## src/rtl/sseg_pkg.sv

```systemverilog
`default_nettype none
// ---------------------------------------------------------------------------
// sseg_pkg : shared segment types, glyph table and hex decode helper
// Rev 1.0
// ---------------------------------------------------------------------------
package sseg_pkg;

  typedef logic [6:0] seg_t;

  localparam seg_t SEG_BLANK = 7'b1111111;

  // Active-low glyphs, bit order g..a; entry n sits at index n.
  localparam logic [15:0][6:0] HEX_SEG = {
    7'b0001110, 7'b0000110, 7'b0100001, 7'b1000110,  // F E d C
    7'b0000011, 7'b0001000, 7'b0010000, 7'b0000000,  // b A 9 8
    7'b1111000, 7'b0000010, 7'b0010010, 7'b0011001,  // 7 6 5 4
    7'b0110000, 7'b0100100, 7'b1111001, 7'b1000000   // 3 2 1 0
  };

  function automatic seg_t hex_to_seg(input logic [3:0] nibble);
    return HEX_SEG[nibble];
  endfunction

endpackage
`default_nettype wire

```

## src/rtl/sseg_mux_driver_if.sv

```systemverilog
`default_nettype none
// ---------------------------------------------------------------------------
// sseg_mux_driver_if : load/mask inputs and scanned display pins
// Rev 1.0
// ---------------------------------------------------------------------------
interface sseg_mux_driver_if #(
  parameter int NUM_DIGITS = 4
);
  import sseg_pkg::*;

  logic [4*NUM_DIGITS-1:0] data_in;
  logic [NUM_DIGITS-1:0]   dp_in;
  logic [NUM_DIGITS-1:0]   digit_en;
  logic                    lz_en;
  logic                    ld;
  logic                    pending;
  logic                    frame_done;
  seg_t                    seg;
  logic                    dp;
  logic [NUM_DIGITS-1:0]   an;

  modport master (
    output data_in, dp_in, digit_en, lz_en, ld,
    input  pending, frame_done, seg, dp, an
  );

  modport slave (
    input  data_in, dp_in, digit_en, lz_en, ld,
    output pending, frame_done, seg, dp, an
  );

endinterface
`default_nettype wire

```

## src/rtl/hex_sseg_decode.sv

```systemverilog
`default_nettype none
// ---------------------------------------------------------------------------
// hex_sseg_decode : combinational nibble to active-low segment pattern
// Rev 1.0
// ---------------------------------------------------------------------------
module hex_sseg_decode
  import sseg_pkg::*;
(
  input  wire logic [3:0] nibble,
  output seg_t            seg
);

  assign seg = hex_to_seg(nibble);

endmodule
`default_nettype wire

```

## src/rtl/sseg_mux_driver.sv

```systemverilog
`default_nettype none
// ---------------------------------------------------------------------------
// sseg_mux_driver : time-multiplexed hex display driver with frame-aligned
// staged loads, digit mask, decimal points and leading-zero blanking
// Rev 1.0
// ---------------------------------------------------------------------------
module sseg_mux_driver
  import sseg_pkg::*;
#(
  parameter int NUM_DIGITS  = 4,
  parameter int REFRESH_DIV = 100000
) (
  input  wire logic         clk,
  input  wire logic         rst,
  sseg_mux_driver_if.slave  bus
);

  localparam int CNT_W = (REFRESH_DIV > 1) ? $clog2(REFRESH_DIV) : 1;
  localparam int IDX_W = (NUM_DIGITS > 1) ? $clog2(NUM_DIGITS) : 1;
  localparam logic [CNT_W-1:0] c_cnt_last = CNT_W'(REFRESH_DIV - 1);
  localparam logic [IDX_W-1:0] c_idx_last = IDX_W'(NUM_DIGITS - 1);

  logic [CNT_W-1:0]        r_cnt;
  logic [IDX_W-1:0]        r_idx;
  logic [4*NUM_DIGITS-1:0] r_stage;
  logic [NUM_DIGITS-1:0]   r_stage_dp;
  logic [4*NUM_DIGITS-1:0] r_shadow;
  logic [NUM_DIGITS-1:0]   r_shadow_dp;
  logic                    r_pending;
  logic                    r_frame_done;
  logic [NUM_DIGITS-1:0]   r_an;
  seg_t                    r_seg;
  logic                    r_dp;

  logic                    w_tc;
  logic                    w_wrap;
  logic [3:0]              w_nibble;
  seg_t                    w_dec_seg;
  logic [NUM_DIGITS-1:0]   w_upper_zero;
  logic                    w_run;
  logic                    w_blank;
  logic                    w_vis;
  logic [NUM_DIGITS-1:0]   w_onehot;

  assign w_tc     = (r_cnt == c_cnt_last);
  assign w_wrap   = w_tc && (r_idx == c_idx_last);
  assign w_nibble = r_shadow[{r_idx, 2'b00} +: 4];
  assign w_onehot = NUM_DIGITS'(1) << r_idx;

  hex_sseg_decode u_decode (
    .nibble (w_nibble),
    .seg    (w_dec_seg)
  );

  // w_upper_zero[i] is set when nibbles NUM_DIGITS-1 down to i are all zero.
  always_comb begin
    w_run        = 1'b1;
    w_upper_zero = '0;
    for (int i = NUM_DIGITS - 1; i >= 0; i--) begin
      w_run           = w_run & (r_shadow[4*i +: 4] == 4'h0);
      w_upper_zero[i] = w_run;
    end
  end

  assign w_blank = bus.lz_en && (r_idx != '0) && w_upper_zero[r_idx];
  assign w_vis   = bus.digit_en[r_idx] && !w_blank;

  always_ff @(posedge clk or posedge rst) begin
    if (rst) begin
      r_cnt        <= '0;
      r_idx        <= '0;
      r_stage      <= '0;
      r_stage_dp   <= '0;
      r_shadow     <= '0;
      r_shadow_dp  <= '0;
      r_pending    <= 1'b0;
      r_frame_done <= 1'b0;
      r_an         <= '1;
      r_seg        <= SEG_BLANK;
      r_dp         <= 1'b1;
    end else begin
      r_frame_done <= w_wrap;

      if (w_tc) begin
        r_cnt <= '0;
        r_idx <= (r_idx == c_idx_last) ? '0 : r_idx + 1'b1;
      end else begin
        r_cnt <= r_cnt + 1'b1;
      end

      // A load landing on the wrap goes straight to the shadow so it is not
      // held back for a whole extra frame.
      if (bus.ld) begin
        if (w_wrap) begin
          r_shadow    <= bus.data_in;
          r_shadow_dp <= bus.dp_in;
          r_pending   <= 1'b0;
        end else begin
          r_stage    <= bus.data_in;
          r_stage_dp <= bus.dp_in;
          r_pending  <= 1'b1;
        end
      end else if (w_wrap && r_pending) begin
        r_shadow    <= r_stage;
        r_shadow_dp <= r_stage_dp;
        r_pending   <= 1'b0;
      end

      r_an  <= w_vis ? ~w_onehot : '1;
      r_seg <= w_vis ? w_dec_seg : SEG_BLANK;
      r_dp  <= w_vis ? ~r_shadow_dp[r_idx] : 1'b1;
    end
  end

  assign bus.pending    = r_pending;
  assign bus.frame_done = r_frame_done;
  assign bus.an         = r_an;
  assign bus.seg        = r_seg;
  assign bus.dp         = r_dp;

endmodule
`default_nettype wire

```

## src/flat_wrapper.sv

```systemverilog
// flat-port wrapper written by rule: the top's interface ports become plain ports
module sseg_mux_driver_flat import sseg_pkg::*;
#(
  parameter int NUM_DIGITS  = 4,
  parameter int REFRESH_DIV = 100000
)
  (clk, rst, bus_data_in, bus_dp_in, bus_digit_en, bus_lz_en, bus_ld, bus_pending, bus_frame_done, bus_seg, bus_dp, bus_an);
  sseg_mux_driver_if #(.NUM_DIGITS(NUM_DIGITS)) bus_i ();
  input  wire logic clk;
  input  wire logic rst;
  input wire logic [$bits(bus_i.data_in)-1:0] bus_data_in;
  input wire logic [$bits(bus_i.dp_in)-1:0] bus_dp_in;
  input wire logic [$bits(bus_i.digit_en)-1:0] bus_digit_en;
  input wire logic [$bits(bus_i.lz_en)-1:0] bus_lz_en;
  input wire logic [$bits(bus_i.ld)-1:0] bus_ld;
  output wire logic [$bits(bus_i.pending)-1:0] bus_pending;
  output wire logic [$bits(bus_i.frame_done)-1:0] bus_frame_done;
  output wire logic [$bits(bus_i.seg)-1:0] bus_seg;
  output wire logic [$bits(bus_i.dp)-1:0] bus_dp;
  output wire logic [$bits(bus_i.an)-1:0] bus_an;
  assign bus_i.data_in = bus_data_in;
  assign bus_i.dp_in = bus_dp_in;
  assign bus_i.digit_en = bus_digit_en;
  assign bus_i.lz_en = bus_lz_en;
  assign bus_i.ld = bus_ld;
  assign bus_pending = bus_i.pending;
  assign bus_frame_done = bus_i.frame_done;
  assign bus_seg = bus_i.seg;
  assign bus_dp = bus_i.dp;
  assign bus_an = bus_i.an;
  sseg_mux_driver #(.NUM_DIGITS(NUM_DIGITS), .REFRESH_DIV(REFRESH_DIV)) u_core (.clk(clk), .rst(rst), .bus(bus_i));
endmodule
```

## config.mk

```make
export PLATFORM = sky130hd
export DESIGN_NAME = sseg_mux_driver_flat
export DESIGN_NICKNAME = d
export VERILOG_FILES = /design/src/rtl/sseg_pkg.sv /design/src/rtl/sseg_mux_driver_if.sv /design/src/rtl/hex_sseg_decode.sv /design/src/rtl/sseg_mux_driver.sv /design/src/flat_wrapper.sv
export SDC_FILE = /design/constraint.sdc
export NUM_CORES = 1
export LEC_CHECK = 0
export ABC_AREA = 0
export BUFFER_PORTS_ARGS = -buffer_cell sky130_fd_sc_hd__buf_4
export CORE_UTILIZATION = 55
export CTS_BUF_LIST = sky130_fd_sc_hd__clkbuf_4 sky130_fd_sc_hd__clkbuf_8
export CTS_CLUSTER_SIZE = 25
export DETAILED_ROUTE_END_ITERATION = 6
export GPL_TIMING_DRIVEN = 0
export PLACE_DENSITY = 0.76
export SETUP_SLACK_MARGIN = 0.02
export SYNTH_ARGS = -nofsm -noshare
export SYNTH_HDL_FRONTEND = slang
export SYNTH_SLANG_ARGS = --single-unit
```

## constraint.sdc

```tcl
create_clock -name clk -period 2.9 [get_ports clk]
set_input_delay 0.29 -clock clk [delete_from_list [all_inputs] [get_ports clk]]
set_output_delay 0.29 -clock clk [all_outputs]
set_load 0.02 [all_outputs]
```

==> metrics.md, run 1 <==
| Metric | Value |
|---|---|
| H-tree Lvls | `3` |
| Area of the multi-input gates | `1660 um^2` |
| Post-CTS Hold Buffers | `0` |
| Initial core utilization | `57.6%` |
| Post-route cell area | `4300 um^2` |
| Clock Tree Buf Depth | `2` |
| Drt via density | `5.75` |
| Final worst path period share | `80.0%` |
| FFs w/ async S/R, synth | `100%` |
| Clock insertion delay at the later pin of the skew report | `350 ps` |
| DRT Pass-1 Iters | `4` |
| Drt drc | `0` |
| Final setup fails | `0` |
| Layout Area Growth over Synthesis | `17.0%` |
| I/O Buffers | `41` |
| Most numerous cell in the Yosys netlist | `dfrtp_1` |
| Non-Filler Instances | `457` |
| Cells on worst reg2reg path | `7` |
| Total number of vias | `2627` |
| Placed Cells | `441` |
| Initial DRC count | `219` |
| Post-route ant nets | `0` |
| Seq. cell area | `1840 um^2` |
| RSZ-0062 raised after global routing | `no` |
| Die width | `83.8 um` |
| Sequential fraction of the synthesis area | `50.1%` |
| Largest cells by area after synthesis | `dfrtp_1, dfstp_2, mux2_2` |
| Area leader, netlist | `dfrtp_1` |
| IO Pins | `42` |
| Critical path arrival | `2600 ps` |
| Cell Area, Placed | `4090 um^2` |
| Drt total wl | `7270 um` |
| Routed wire per std cell | `15.9 um` |
| Num rows | `29` |
| Antenna violations before repair | `0` |
| Core area | `6390 um^2` |
| Max Clk Rate | `0.431 GHz` |
| Slew @ Worst Pin | `872 ps` |
| Register bit total from synthesis | `73` |
| Rel. slew slack | `41.9%` |
| Clk slew on worst S/H paths | `80 ps` |
| Yosys Warn Count | `0` |
| R2r setup slk | `580 ps` |
| Critical Path End Type | `register` |
| CP Data Required Time | `3180 ps` |
| Post-synth EDFFs | `0` |
| Synth unique cells | `48` |
| Fin crit period | `2320 ps` |
| Maxcap violations | `0` |
| CTS Buf Count | `9` |
| R2r startpoint | `u_core.r_idx[0]` |
| Commonest cells in the netlist | `dfrtp_1, nand3_1, inv_1` |
| Post-Synthesis Cell Area | `3680 um^2` |
| Startpoint types | `register` |
| Max VDD drop | `385 uV` |
| Fillers | `494` |
| TritonCTS clock tree | `yes` |
| Yosys top cell area share | `41.5%` |
| Primary FF master, synth | `dfrtp_1` |
| Post-Syn Instances | `323` |
| Layout cells sized above 1 | `30.3%` |
| Final max-slew violation count | `0` |
| Hold Crit Class | `input pin to asynchronous set/reset pin` |
| Worst-case clock skew | `6.67 ps` |
| # diodes | `0` |
| Post-layout util | `67.4%` |
| Gpl congestion | `0.778` |
| Hold Slack | `120 ps` |
| Die Y | `83.8 um` |
| Tot GR Track Use | `23.0%` |
| Pwr dens | `514 nW/um^2` |
| Post-CTS Setup Inserts | `0` |
| First-pass GRT wire length | `12700 um` |
| Worst R2R End | `u_core.bus.seg[3]` |
| Leakage | `1.88 nW` |
| Post-DP HPWL | `5170 um` |
| Gr ovfl total | `0` |
| Post-cts resize count | `0` |
| DIE AREA | `7020 um^2` |
| Root Buffer | `clkbuf_8` |
| CP Class | `register to register` |
| Final net count | `414` |
| Post-synthesis net count | `362` |
| Vias in the first global route | `2646` |
| Clock Sinks | `73` |
| Status | `complete, no violations` |
| Crit-path max FO | `10` |
| Largest net degree at the start of global routing | `74` |
| Final Hold Viols | `0` |
| Synthesized area per cell | `11.4 um^2` |
-- worst max-delay path by stage --
stage / startpoint / end / slack [ps] / cells after the start
finish: u_core.r_idx[0] / u_core.bus.seg[3] / 580 / 7
CTS: u_core.r_idx[0] / u_core.bus.seg[3] / 570 / 7
global route: u_core.r_idx[0] / u_core.bus.seg[0] / 430 / 7
floorplan: u_core.r_idx[0] / u_core.bus.seg[3] / 760 / 7
detailed placement: u_core.r_idx[0] / u_core.bus.seg[3] / 570 / 7
global placement: rst / u_core.r_stage[10] / -30 / 2
-- worst max-delay path, cell delays in order (launching register included) --
cell and delay (ps):
dfrtp_1 430, buf_2 280, mux4_2 610, inv_1 150, ha_1 150, inv_1 50, mux4_2 430, nand2b_1 150
-- layout make-up --
type | instances | area share, %
repair buffers | 41 | 7.15
inverters | 26 | 2.33
plain buffers | 15 | 1.83
clock inverters | 7 | 2.18
well taps | 77 | 2.24
clock buffers | 9 | 2.88
flip-flops and latches | 73 | 42.8
multi-input cells | 209 | 38.6
-- cell usage in the layout, fill, tap and decap left out, types with 2 or more instances in the layout --
master and instances:
nor4_1 4, nand2_1 17, nand3b_1 2, a21oi_1 4, mux2i_1 7, mux4_2 6, bufinv_16 2, inv_1 24
a2bb2oi_1 19, clkbuf_1 5, buf_4 43, nand3_1 28, xor2_1 3, xnor2_1 11, ha_1 11, clkinv_2 2
o311ai_0 2, mux2_2 23, o21ai_0 20, clkbuf_8 9, dfstp_2 12, nand4_1 6, buf_2 6, dfrtp_1 61
nor2_1 11, o221ai_1 2, o22ai_1 3, o31a_1 2, nor3_1 3, or3_1 3, nand2b_1 4, clkinvlp_4 2
and2_1 2
-- where the power goes --
group / switching, W / total [W] / internal (W) / leakage (nW)
Clock: 0.000396 / 0.000880 / 0.000484 / 0.106
Combinational: 0.000116 / 0.000229 / 0.000113 / 0.913
Sequential: 0.0000290 / 0.00110 / 0.00107 / 0.864
-- flip-flops by register name, indices dropped and copies added (netlist names) --
register               cells
u_core.r_cnt              17
u_core.r_shadow           16
u_core.r_stage            16
u_core.bus.seg             7
u_core.bus.an              4
u_core.r_shadow_dp         4
u_core.r_stage_dp          4
u_core.r_idx               2
u_core.bus.dp              1
u_core.bus.frame_done      1
u_core.bus.pending         1
-- logic make-up after synthesis --
logic type | count (synthesis) | share of synthesized area, %
multiplexers | 37 | 13.2
AND/OR/NAND/NOR | 91 | 14.3
XOR/XNOR | 14 | 3.33
flip-flops | 73 | 50.1
AO/OA/AOI/OAI | 56 | 10.5
adder cells (fa/ha/maj) | 11 | 3.74
buffers and inverters | 41 | 4.80
-- metrics by stage --
stage	TNS, ps	worst slack [ps]	total power (W)
floorplan	0	759	0.00127
global placement	-1950	-34.7	0.00134
detailed placement	0	574	0.00135
CTS	0	567	0.00223
global route	0	426	0.00231
finish	0	580	0.00221
-- metal layers --
metal  wire, um  GRT usage [%]  share of wire (%)
met5          0              0                  0
met4        103           8.17                1.4
met3        247           4.45                3.4
met2       3460           35.4                 48
met1       3460           33.0                 48
Note: power is estimated with default switching activity, not from simulation.
==> run 2: changes to the inputs <==
ABC_AREA = 1   (was 0)
PLACE_DENSITY = 0.75   (was 0.76)
clock period = 2.25 ns   (was 2.9 ns; I/O delays follow)
==> run 2 against run 1 <==
Against the previous run:
- worst hold slack worse by 49 ps
- clock power up 23%
- clock skew up 12 ps
- critical endpoint is now u_core.bus.seg[5]
- via count up 28%
- die area up 8.7%
- cell count up 43%
- first-iteration DRC count up 2.3%
- maximum frequency up 19%
- synthesized area up 8.9%
==> metrics.md, run 2 <==
| Metric | Value |
|---|---|
| Initial core utilization | `58.0% (+0.42 points)` |
| Non-Filler Instances | `653 (+43%)` |
| Post-Synthesis Cell Area | `4010 um^2 (+8.9%)` |
| Final net count | `591 (+43%)` |
| Commonest non-fill, non-tap cell in the layout | `nand2_1` |
| Final Hold Viols | `0 (unchanged)` |
| Sequential fraction of the synthesis area | `46.0% (-4.1 points)` |
| H-tree Lvls | `3 (unchanged)` |
| Fillers | `636 (+29%)` |
| Largest Register | `u_core.r_cnt` |
| Post-Syn Instances | `501 (+55%)` |
| Total number of vias | `3355 (+28%)` |
| IO Pins | `42 (unchanged)` |
| Final worst path period share | `86.7% (+6.7 points)` |
| Synthesized area per cell | `8.00 um^2 (-30%)` |
| WL met3 | `322 um (+30%)` |
| Area leader, netlist | `dfrtp_1` |
| Post-CTS Hold Buffers | `0 (unchanged)` |
| Tot GR Track Use | `24.3% (+1.3 points)` |
| Post-cts resize count | `0 (unchanged)` |
| Yosys Warn Count | `0 (unchanged)` |
| Primary FF master, synth | `dfrtp_1` |
| Post-synth EDFFs | `0 (unchanged)` |
| Die width | `87.4 um (+4.3%)` |
| Startpoint types | `register` |
| Largest net degree at the start of global routing | `74 (unchanged)` |
| Layout Area Growth over Synthesis | `15.8%` |
| Critical Path End Type | `register` |
| # diodes | `0 (unchanged)` |
| CP Data Required Time | `2530 ps (-650 ps)` |
| Routed wire per std cell | `12.7 um (-20%)` |
| Placed Cells | `637 (+44%)` |
| Antenna violations before repair | `0 (unchanged)` |
| Clock Sinks | `73 (unchanged)` |
| Drt total wl | `8310 um (+14%)` |
| Slew @ Worst Pin | `869 ps (-2.43 ps)` |
| Max FFs per register | `17 (unchanged)` |
| Drt via density | `5.14 (-11%)` |
| I/O Buffers | `40 (-2.4%)` |
| Commonest cells in the netlist | `nand2_1, dfrtp_1, nand3_1` |
| Crit-path max FO | `11 (+1)` |
| Top Registers | `u_core.r_cnt x17, u_core.r_shadow x16, u_core.r_stage x16` |
| Vias in the first global route | `3136 (+19%)` |
| Clock insertion delay at the later pin of the skew report | `360 ps (about the same)` |
| Final setup fails | `0 (unchanged)` |
| Post-Route M1 WL | `3930 um (+14%)` |
| Routed wl met2 | `3950 um (+14%)` |
| Final setup margin | `298 ps (-282 ps)` |
| First-pass GRT wire length | `14300 um (+13%)` |
| Fin Setup TNS | `0 ps (unchanged)` |
| Yosys top cell area share | `38.1% (-3.4 points)` |
| Most numerous cell in the Yosys netlist | `nand2_1` |
| Gr ovfl total | `0 (unchanged)` |
| Final max-slew violation count | `0 (unchanged)` |
| Post-synthesis net count | `540 (+49%)` |
| Drt drc | `0 (unchanged)` |
| Post-route cell area | `4640 um^2 (+7.9%)` |
| Max VDD drop | `489 uV (+27%)` |
| Hold Crit Class | `input pin to asynchronous set/reset pin` |
| TritonCTS clock tree | `yes` |
| Critical path arrival | `2230 ps (-370 ps)` |
| Status | `complete, no violations` |
| Die Y | `87.4 um (+4.3%)` |
| Layout cells sized above 1 | `22.1% (-8.2 points)` |
| Root Buffer | `clkbuf_8` |
| Cell Area, Placed | `4430 um^2 (+8.5%)` |
| Largest cells by area after synthesis | `dfrtp_1, nand2_1, dfstp_2` |
| Num rows | `30 (+3.4%)` |
| Register bit total from synthesis | `73 (unchanged)` |
| DRT Pass-1 Iters | `5 (+1)` |
| DP Worst Slack | `326 ps (-248 ps)` |
| Fin crit period | `1950 ps (-368 ps)` |
| Worst-case clock skew | `18.6 ps (+12.0 ps)` |
| Synth unique cells | `32 (-33%)` |
| Max Clk Rate | `0.512 GHz (+19%)` |
| CP Class | `register to register` |
| DIE AREA | `7630 um^2 (+8.7%)` |
| Post-DP HPWL | `6020 um (+17%)` |
| Most frequent cells in the layout | `nand2_1, dfrtp_1, nand3_1` |
| RSZ-0062 raised after global routing | `no` |
| Post-route ant nets | `0 (unchanged)` |
| Clk slew on worst S/H paths | `90 ps (about the same)` |
| Max Used Layer | `met4` |
| Gpl congestion | `0.873 (+12%)` |
| Clock Tree Buf Depth | `2 (unchanged)` |
| CTS Buf Count | `9 (unchanged)` |
| Initial DRC count | `224 (+2.3%)` |
| Pwr dens | `572 nW/um^2 (+11%)` |
| Maxcap violations | `0 (unchanged)` |
| Post-CTS Setup Inserts | `0 (unchanged)` |
| Leakage | `2.42 nW (+28%)` |
| Core area | `6910 um^2 (+8.2%)` |
| Rel. slew slack | `42.0% (+0.16 points)` |
| FFs w/ async S/R, synth | `100% (unchanged)` |
-- run 2: cell count changes in the layout (fill, tap and decap cells not counted), moves of 5 or more --
cell | previous run | this run
inv_1 | 24 | 29
mux4_2 | 6 | 0
nand4_1 | 6 | 23
inv_2 | 0 | 6
a2bb2oi_1 | 19 | 0
mux2i_1 | 7 | 0
nand2_1 | 17 | 180
o21ai_0 | 20 | 8
nor2_1 | 11 | 43
xnor2_1 | 11 | 1
nand3_1 | 28 | 52
-- run 2: worst max-delay path: stages, from the launching register on --
cell and delay, ps:
dfrtp_1 510, inv_2 110, buf_4 190, nand2_1 60, nand3_1 90, nand2_1 190
inv_1 120, ha_1 230, nand3_1 120, nand2_1 70, a21oi_1 120, nand2_1 70
-- run 2: path summary, 6_finish.rpt --
check                                start             endpoint  slack, ps  cells past startpoint
min reg2reg                u_core.r_cnt[0]      u_core.r_cnt[0]        460                      1
max in group asynchronous              rst   u_core.r_stage[15]       1630                      2
min                                    rst  u_core.r_shadow[14]         70                      2
max                        u_core.r_idx[0]    u_core.bus.seg[5]        300                     11
max reg2reg                u_core.r_idx[0]    u_core.bus.seg[5]        300                     11
min in group clk            bus_data_in[0]    u_core.r_stage[0]        110                      3
-- run 2: kinds of logic after synthesis --
| family | count (synthesis) | share of synthesized area, % |
|---|---|---|
| AO/OA/AOI/OAI | 15 | 2.00 |
| XOR/XNOR | 6 | 1.31 |
| adder cells (fa/ha/maj) | 11 | 3.43 |
| buffers and inverters | 59 | 6.99 |
| flip-flops | 73 | 46.0 |
| multiplexers | 20 | 5.62 |
| AND/OR/NAND/NOR | 317 | 34.7 |
-- run 2: metrics by stage --
step	hold WS (ps)	util [%]	total power [W]
finish	71.3	67.2	0.00265
CTS	90.3	67.2	0.00267
global placement	444	64.1	0.00159
global route	115	67.2	0.00276
detailed placement	449	64.1	0.00160
floorplan	370	-	0.00152
-- run 2: power breakdown --
part	leakage, nW	switching [W]	internal, W	total [W]
Clock	0.107	0.000526	0.000556	0.00108
Combinational	1.39	0.000105	0.0000948	0.000200
Sequential	0.923	0.0000175	0.00135	0.00137
-- run 2: area by class of cell --
class | instances | area, um^2 | share of cell area, %
multi-input cells | 369 | 1890 | 40.6
flip-flops and latches | 73 | 1840 | 39.7
repair buffers | 40 | 300 | 6.47
plain buffers | 23 | 145 | 3.13
clock buffers | 10 | 138 | 2.96
inverters | 36 | 138 | 2.96
well taps | 96 | 120 | 2.59
clock inverters | 6 | 73.8 | 1.59
-- run 2: per-layer routing --
metal | track usage (%) | vias up
met1 | 33.4 | 1552
met3 | 4.93 | 10
li1 | - | 1713
met5 | 0 | -
met4 | 7.15 | 0
met2 | 39.1 | 80
==> run 3: changes to the inputs <==
RECOVER_POWER = 50   (was unset)
==> run 3 against run 2 <==
Against the previous run:
- utilization decreased by 0.40 points
- flip-flop and latch count unchanged
- clock skew is essentially flat
- critical endpoint unchanged
- highest routed layer unchanged
- largest cell class unchanged
- sequential share of layout area rose by 0.24 points
- critical path depth unchanged
- final area down 0.59%
- worst setup slack got worse by 8.9 ps
==> metrics.md, run 3 (synthesis gave the netlist of run 2 again) <==
| Metric | Value |
|---|---|
| Status | `complete, no violations` |
| Antenna violations before repair | `0 (unchanged)` |
| CP Capture Point | `u_core.bus.seg[5]` |
| Core area | `6910 um^2 (unchanged)` |
| Leakage | `2.39 nW (-0.93%)` |
| Final setup margin | `289 ps (-8.85 ps)` |
| Post-layout util | `66.8% (-0.40 points)` |
| Clock insertion delay at the later pin of the skew report | `360 ps (about the same)` |
| Initial DRC count | `225 (+0.45%)` |
| Clk slew on worst S/H paths | `80 ps (about the same)` |
| Cell Area, Placed | `4430 um^2 (unchanged)` |
| Final setup fails | `0 (unchanged)` |
| Num rows | `30 (unchanged)` |
| Non-Filler Instances | `653 (unchanged)` |
| Layout cells sized above 1 | `20.8% (-1.3 points)` |
| CP Class | `register to register` |
| Post-CTS Setup Inserts | `0 (unchanged)` |
| H-tree Lvls | `3 (unchanged)` |
| Layout Area Growth over Synthesis | `15.1%` |
| Final net count | `591 (unchanged)` |
| RSZ-0062 raised after global routing | `no` |
| Rel. slew slack | `2.06% (-40 points)` |
| Final max-slew violation count | `0 (unchanged)` |
| Crit path from | `u_core.r_idx[0]` |
| Worst-case clock skew | `18.8 ps (+0.148 ps)` |
| Post-cts resize count | `0 (unchanged)` |
| Critical path arrival | `2240 ps (about the same)` |
| # diodes | `0 (unchanged)` |
| Max FFs per register | `17 (unchanged)` |
| CP Data Required Time | `2530 ps (about the same)` |
| Post-route cell area | `4610 um^2 (-0.59%)` |
| Pwr dens | `575 nW/um^2 (+0.52%)` |
| Crit-path max FO | `11 (unchanged)` |
| Top Registers | `u_core.r_cnt x17, u_core.r_shadow x16, u_core.r_stage x16` |
| Slew @ Worst Pin | `1470 ps (+597 ps)` |
| Maxcap violations | `0 (unchanged)` |
| Drt drc | `0 (unchanged)` |
| CTS Buf Count | `9 (unchanged)` |
| Gpl congestion | `0.873 (unchanged)` |
| Clock Sinks | `73 (unchanged)` |
| Cells on worst reg2reg path | `11 (unchanged)` |
| Max VDD drop | `490 uV (+0.17%)` |
| Clock Tree Buf Depth | `2 (unchanged)` |
| Post-route ant nets | `0 (unchanged)` |
| R2r setup slk | `290 ps (about the same)` |
| Routed wire per std cell | `12.7 um (+0.11%)` |
| Gr ovfl total | `0 (unchanged)` |
| Drt via density | `5.14 (about the same)` |
| Drt total wl | `8320 um (+0.11%)` |
| Die width | `87.4 um (unchanged)` |
| DRT Pass-1 Iters | `4 (-1)` |
| Placed Cells | `637 (unchanged)` |
| Tot GR Track Use | `24.3% (unchanged)` |
| DP Worst Slack | `326 ps (unchanged)` |
| Hold Crit Class | `input pin to register` |
| Largest net degree at the start of global routing | `74 (unchanged)` |
| Die Y | `87.4 um (unchanged)` |
| Vias in the first global route | `3136 (unchanged)` |
| Final worst path period share | `87.1% (+0.39 points)` |
| Final Hold Viols | `0 (unchanged)` |
| TritonCTS clock tree | `yes` |
| Total power | `0.00265 W (about the same)` |
| Worst R2R End | `u_core.bus.seg[5]` |
| Post-DP HPWL | `6020 um (unchanged)` |
| I/O Buffers | `40 (unchanged)` |
| Startpoint types | `register` |
| Critical Path End Type | `register` |
| Post-CTS Hold Buffers | `0 (unchanged)` |
| Max Clk Rate | `0.510 GHz (-0.45%)` |
| DIE AREA | `7630 um^2 (unchanged)` |
| Root Buffer | `clkbuf_8` |
| IO Pins | `42 (unchanged)` |
| Initial core utilization | `58.0% (unchanged)` |
| First-pass GRT wire length | `14300 um (unchanged)` |
| Commonest non-fill, non-tap cell in the layout | `nand2_1` |
| Total number of vias | `3354 (-0.030%)` |
| R2r startpoint | `u_core.r_idx[0]` |
| Largest Register | `u_core.r_cnt` |
| Fin crit period | `1960 ps (+8.85 ps)` |
| Most frequent cells in the layout | `nand2_1, dfrtp_1, nand3_1` |
[run 3: critical path: stages, from the launching register on]
cell and delay, ps:
dfrtp_1 510, inv_2 110, buf_4 190, nand2_1 60
nand3_1 90, nand2_1 190, inv_1 120, ha_1 230
nand3_1 130, nand2_1 70, a21oi_1 120, nand2_1 70
[run 3: final cells by class]
cell class | count | area (um^2)
Buffer | 23 | 145
Clock buffer | 10 | 138
Clock inverter | 6 | 73.8
Fill cell | 648 | 2290
Inverter | 36 | 135
Multi-Input combinational cell | 369 | 1880
Sequential cell | 73 | 1840
Tap cell | 96 | 120
Timing Repair Buffer | 40 | 278
[run 3: stage by stage]
| stage | setup TNS [ps] | hold WS, ps |
|---|---|---|
| 2_1_floorplan | 0 | 370 |
| 3_3_place_gp | -40680 | 444 |
| 3_5_place_dp | 0 | 449 |
| 4_1_cts | 0 | 90.3 |
| 5_1_grt | 0 | 115 |
| 6_report | 0 | 108 |
[run 3: layer usage]
metal,GRT usage [%],up-vias,routed length (um)
met5,0,-,0
met3,4.93,10,312
met4,7.15,0,101
met2,39.1,74,3960
met1,33.4,1559,3940
li1,-,1711,-
[run 3: worst min-delay path by stage]
stage	startpoint	to	slack [ps]	cells after the start
3_5_place_dp	u_core.r_cnt[0]	u_core.r_cnt[0]	450	1
4_1_cts	rst	u_core.r_cnt[13]	90	2
6_report	bus_data_in[0]	u_core.r_stage[0]	110	3
5_1_grt	bus_data_in[0]	u_core.r_stage[0]	110	3
2_1_floorplan	bus_data_in[0]	u_core.r_stage[0]	370	2
3_3_place_gp	u_core.r_cnt[0]	u_core.r_cnt[0]	440	1
[run 3: where the power goes]
part / total, W / internal [W] / switching (W)
combinational: 0.000197 / 0.0000921 / 0.000105
sequential: 0.00137 / 0.00135 / 0.0000175
clock: 0.00108 / 0.000556 / 0.000527
total: 0.00265 / 0.00200 / 0.000649
